File: src/rtl/issue_queue.sv
// In-order dual-lane issue queue between decode and issue stages.
// Circular buffer with up to two enqueues and two dequeues per cycle,
// whole-queue flush, and a sticky protocol-violation flag.
module issue_queue #(
  parameter  int unsigned DATA_W = 64,
  parameter  int unsigned DEPTH  = 8,
  localparam int unsigned PTR_W  = $clog2(DEPTH)
) (
  input  logic                clk,
  input  logic                reset,
  input  logic                flush_i,
  input  logic [1:0]          in_valid_i,
  input  logic [2*DATA_W-1:0] in_data_i,
  output logic                allowin_o,
  output logic [1:0]          out_valid_o,
  output logic [2*DATA_W-1:0] out_data_o,
  input  logic [1:0]          deq_cnt_i,
  output logic [PTR_W:0]      count_o,
  output logic                error_o
);

  localparam int unsigned CW = PTR_W + 1;

  logic [DATA_W-1:0] mem_q [DEPTH];
  logic [PTR_W-1:0]  rd_ptr_q, rd_ptr_d;
  logic [PTR_W-1:0]  wr_ptr_q, wr_ptr_d;
  logic [CW-1:0]     count_q, count_d;
  logic              error_q, error_d;

  logic              allowin;
  logic              enq_fire;
  logic [1:0]        n_in;
  logic [1:0]        n_out;
  logic [PTR_W-1:0]  wr_ptr_p1;
  logic [PTR_W-1:0]  rd_ptr_p1;

  // Space check uses registered occupancy only; same-cycle dequeue cannot raise it.
  assign allowin   = (count_q <= CW'(DEPTH - 2));
  assign wr_ptr_p1 = wr_ptr_q + PTR_W'(1);
  assign rd_ptr_p1 = rd_ptr_q + PTR_W'(1);

  // Next-state computation for pointers, occupancy and the sticky error flag.
  always_comb begin
    enq_fire = allowin & in_valid_i[0] & ~flush_i;
    n_in     = '0;
    if (enq_fire) n_in = {1'b0, in_valid_i[0]} + {1'b0, in_valid_i[1]};

    n_out = '0;
    if (deq_cnt_i != 2'd3 && CW'(deq_cnt_i) <= count_q) n_out = deq_cnt_i;

    rd_ptr_d = rd_ptr_q + PTR_W'(n_out);
    wr_ptr_d = wr_ptr_q + PTR_W'(n_in);
    count_d  = count_q + CW'(n_in) - CW'(n_out);
    if (flush_i) begin
      rd_ptr_d = '0;
      wr_ptr_d = '0;
      count_d  = '0;
    end

    error_d = error_q;
    if (in_valid_i == 2'b10)                         error_d = 1'b1;
    if (in_valid_i != 2'b00 && !allowin && !flush_i) error_d = 1'b1;
    if (CW'(deq_cnt_i) > count_q)                    error_d = 1'b1;
    if (deq_cnt_i == 2'd3)                           error_d = 1'b1;
  end

  // Control state registers.
  always_ff @(posedge clk or posedge reset) begin
    if (reset) begin
      rd_ptr_q <= '0;
      wr_ptr_q <= '0;
      count_q  <= '0;
      error_q  <= 1'b0;
    end else begin
      rd_ptr_q <= rd_ptr_d;
      wr_ptr_q <= wr_ptr_d;
      count_q  <= count_d;
      error_q  <= error_d;
    end
  end

  // Entry storage; lane 1 only lands when lane 0 is enqueued alongside it.
  always_ff @(posedge clk or posedge reset) begin
    if (reset) begin
      for (int unsigned i = 0; i < DEPTH; i++) mem_q[i] <= '0;
    end else if (enq_fire) begin
      mem_q[wr_ptr_q] <= in_data_i[DATA_W-1:0];
      if (in_valid_i[1]) mem_q[wr_ptr_p1] <= in_data_i[2*DATA_W-1:DATA_W];
    end
  end

  // Output presentation of the two oldest entries.
  always_comb begin
    allowin_o   = allowin;
    out_valid_o = {count_q >= CW'(2), count_q != '0};
    out_data_o  = {mem_q[rd_ptr_p1], mem_q[rd_ptr_q]};
    count_o     = count_q;
    error_o     = error_q;
  end

endmodule

File: config.mk
export PLATFORM = sky130hd
export DESIGN_NAME = issue_queue
export DESIGN_NICKNAME = d
export VERILOG_FILES = /design/src/rtl/issue_queue.sv
export SDC_FILE = /design/constraint.sdc
export NUM_CORES = 2
export LEC_CHECK = 0
export ABC_AREA = 1
export CORE_UTILIZATION = 35
export DETAILED_ROUTE_END_ITERATION = 16
export PLACE_DENSITY = 0.62
export SLEW_MARGIN = 20
export SYNTH_ARGS = -nofsm -noshare
export SYNTH_HDL_FRONTEND = slang
export SYNTH_SLANG_ARGS = --single-unit
File: constraint.sdc
create_clock -name clk -period 41.8 [get_ports clk]
set_input_delay 6.27 -clock clk [delete_from_list [all_inputs] [get_ports clk]]
set_output_delay 6.27 -clock clk [all_outputs]
set_load 0.02 [all_outputs]
==> impl_metrics.csv <==
group,metric,value,unit
final_layout,syn_to_final_growth,10.82,%
synth,synth_compound_area_share,11.67,%
pwr,p_per_area,73.20,nW/um2
timing,slew_viol_final,0,
clock_network,numCtsBuffers,69,
floorplan,io_pins,271,
timing,finalSetupTns,0,ns
pwr,pwr-share-clk,19.0,%
synth,synth_mux_area_share,0,%
timing,finalSetupViolations,0,
worst_hold_path,hp-class,"reg2reg",
timing,rsz0062_at_grt,"false",
clock_network,h-tree-depth,3,
final_layout,instances_no_fill,8174,
final_layout,drive_gt1_share,3.613,%
timing,relSlewSlack,20.75,%
synth,ys_top_cells_by_count,"1935 x nand2_1, 1795 x nand3_1, 523 x dfrtp_1",
timing,fin_crit,11.16,ns
synth,synth_top_area_share,30.60,%
synth,synth_edf_count,0,
pwr,p_comb_share,53.4,%
floorplan,fp.dieArea,123600,um2
pwr,power_leakage,21.81,nW
grt,track_usage,31.76,%
timing,finalCritPeriodShare,26.70,%
synth,yosysWarningCount,0,
drt,wire_per_inst,24.72,um
clock_network,cts_hold_buf,0,
synth,syn_nets,6979,
synth,ys_seq_elements,523,
place,place_inst,8049,
pwr,vdd_drop_max,0.05205,mV
floorplan,rows,127,
floorplan,fp.coreArea,120600,um2
synth,synthAdderAreaFrac,0.6261,%
drt,post_drt_via_cell_ratio,6.251,
final_layout,fillCellCount,12570,
clock_network,ctsResizeCount,0,
grt,grt_pass1_wl,305500,um
clock_network,clkSinkCount,523,
synth,seq_area_frac_synth,30.60,%
grt,grt_max_degree,248,
synth,syn_inst,6825,
synth,synth_top_family_by_area,"simple AND/OR/NAND/NOR gates",
setup_path,cp_cell_sequence,"ha_4, clkinv_2, buf_4, o211ai_1, nand2_1, inv_1, o21ai_0, clkdlybuf4s50_1",
synth,ys.flop_type,"dfrtp_1",
clock_network,cts_tree,"done",
grt,grt_pass1_vias,48050,
drt,drtAntennaViolNets,0,
timing,hold_viol,0,
setup_path,crit_path_top_delay_cell,"buf_4",
synth,syn_avg_cell_area,6.266,um2
pwr,internal_power,1.798,mW
final_layout,final_util,39.30,%
clock_network,path_clk_slew,0.06,ns
grt,grt_overflow,0,
floorplan,die_y,351.6,um
place,portBuffers,270,
place,place_ws,31.21,ns
clock_network,postCtsSetupBuffers,0,
synth,yosysTopAreaCell,"dfrtp_1",
setup_path,worstSetupPathType,"reg2out",
floorplan,die_x,351.6,um
synth,netlist_area,42770,um2
synth,synth_area_leaders,"dfrtp_1 31%, nand3_1 21%, nand2_1 17%",
place,dpl_cell_area,44990,um2
drt,drc,0,
floorplan,start_util,35.46,%
clock_network,cts_root_buffer,"clkbuf_16",
outcome,outcome,"complete, no violations",
final_layout,multi_input_area,24830,um2
final_layout,regArea,13110,um2
pwr,netSwitchingPower,1.671,mW
final_layout,finalInstanceArea,47400,um2
setup_path,max_stage_delay,0.88,ns
drt,drt-initial-drc-count,7484,
timing,hold_ws,0.5016,ns
run,max_cap_viol_count,0,
pwr,swShare,48.17,%
final_layout,fin_nets,6662,
setup_path,end_kind,"primary output",
synth,synth_xor_area_share,0.06144,%
place,dp_hpwl,103400,um
synth,async_flop_share,100.0,%
pwr,p_total,3.469,mW
setup_path,required,35.53,ns
timing,worst_slack,30.64,ns
timing,max_clock_freq,89.60,MHz
timing,worst_slew_pin_slew,1.186,ns
clock_network,clk_latency,0.64,ns
synth,synthSimpleGateAreaFrac,45.32,%
grt,antenna_found_initial,7,
synth,synth_cell_types,30,
drt,totalWireLength,202100,um
setup_path,cp-start-kind,"flip-flop",
setup_path,worstPathMaxFanout,58,
drt,dr.pass1.iters,7,
drt,via_count,51090,
synth,synth_most_common_cell,"nand2_1",
pwr,seqPwrFrac,27.6,%
clock_network,clock_tree.buffer_depth,3,
setup_path,crit_arrival,4.89,ns
place,gp_congestion,0.8337,
timing,fin_skew,0.02344,ns
-- worst max-delay path, delay by kind of cell (launching register included) --
family                   cells  cell delay, ns
adder cells (fa/ha/maj)      1            0.60
AND/OR/NAND/NOR              1            0.10
flip-flops                   1            0.66
buffers and inverters        4            2.08
AO/OA/AOI/OAI                2            0.72
-- cells in the final DEF, fill, tap and decap left out, types with 4 or more instances in the layout --
master	netlist	final
bufinv_16	0	8
nand3_1	1795	1794
buf_4	46	74
dfrtp_1	523	517
nor2_1	20	16
o21ai_0	385	385
clkdlybuf4s50_1	0	270
buf_12	0	6
nand2_1	1935	1934
nand3_4	4	14
nand2_4	3	5
and2_1	64	64
dfrtp_4	0	6
inv_8	0	6
clkbuf_1	289	15
nand4_1	385	385
clkbuf_16	0	73
o211ai_1	193	193
clkbuf_8	0	16
inv_1	409	407
fa_1	4	4
clkinv_2	0	12
ha_1	15	14
a21oi_1	322	322
nor2_4	1	6
-- power by group through the flow --
stage | Combinational, mW | Clock [mW] | Sequential (mW)
after global placement | 1.79 | 0 | 0.950
after global routing | 2.03 | 0.679 | 0.988
after floorplan | 1.22 | 0 | 0.883
after CTS | 1.83 | 0.661 | 0.949
final | 1.85 | 0.658 | 0.959
after detailed placement | 1.82 | 0 | 0.953
-- state kept, by name (all words and copies together) (netlist names) --
| name | flops |
|---|---|
| error_o | 1 |
| wr_ptr_q | 3 |
| mem_q | 512 |
| rd_ptr_q | 3 |
| count_o | 4 |
-- worst paths after layout --
| path | startpoint | endpoint | slack [ns] | depth (start not counted) |
|---|---|---|---|---|
| max in group asynchronous | reset | mem_q[112]$_DFFE_PP0N_ | 32.74 | 5 |
| max reg2reg | wr_ptr_q[2]$_DFF_PP0_ | mem_q[472]$_DFFE_PP0N_ | 36.83 | 9 |
| max | rd_ptr_q[0]$_DFF_PP0_ | out_data_o[103] | 30.64 | 8 |
| min reg2reg | mem_q[142]$_DFFE_PP0N_ | mem_q[142]$_DFFE_PP0N_ | 0.50 | 2 |
| min in group asynchronous | reset | mem_q[442]$_DFFE_PP0N_ | 6.13 | 2 |
| min | mem_q[142]$_DFFE_PP0N_ | mem_q[142]$_DFFE_PP0N_ | 0.50 | 2 |
-- cell type report --
class | count | share of cell area (%)
diodes | 2 | 0.01056
clock buffers | 104 | 4.438
clock inverters | 19 | 0.6283
inverters | 419 | 3.440
multi-input cells | 5144 | 52.38
flip-flops and latches | 523 | 27.66
well taps | 1612 | 4.256
repair buffers | 351 | 7.186
-- metal layers --
layer	routed length (um)	GRT usage [%]	vias up
met5	54	0	-
met4	10150	15.36	10
met3	24490	7.083	671
met2	89070	49.35	3595
met1	78330	41.54	24250
li1	-	-	22570
-- cells by family (layout without fill, tap and decap cells) --
| logic type | after synthesis | in the layout |
|---|---|---|
| AND/OR/NAND/NOR | 4221 | 4221 |
| buffers and inverters | 1158 | 893 |
| AO/OA/AOI/OAI | 901 | 901 |
| flip-flops | 523 | 523 |
| adder cells (fa/ha/maj) | 19 | 19 |
| XOR/XNOR | 3 | 3 |
| other | 0 | 2 |
No activity file was read; power rests on OpenSTA's default activity.
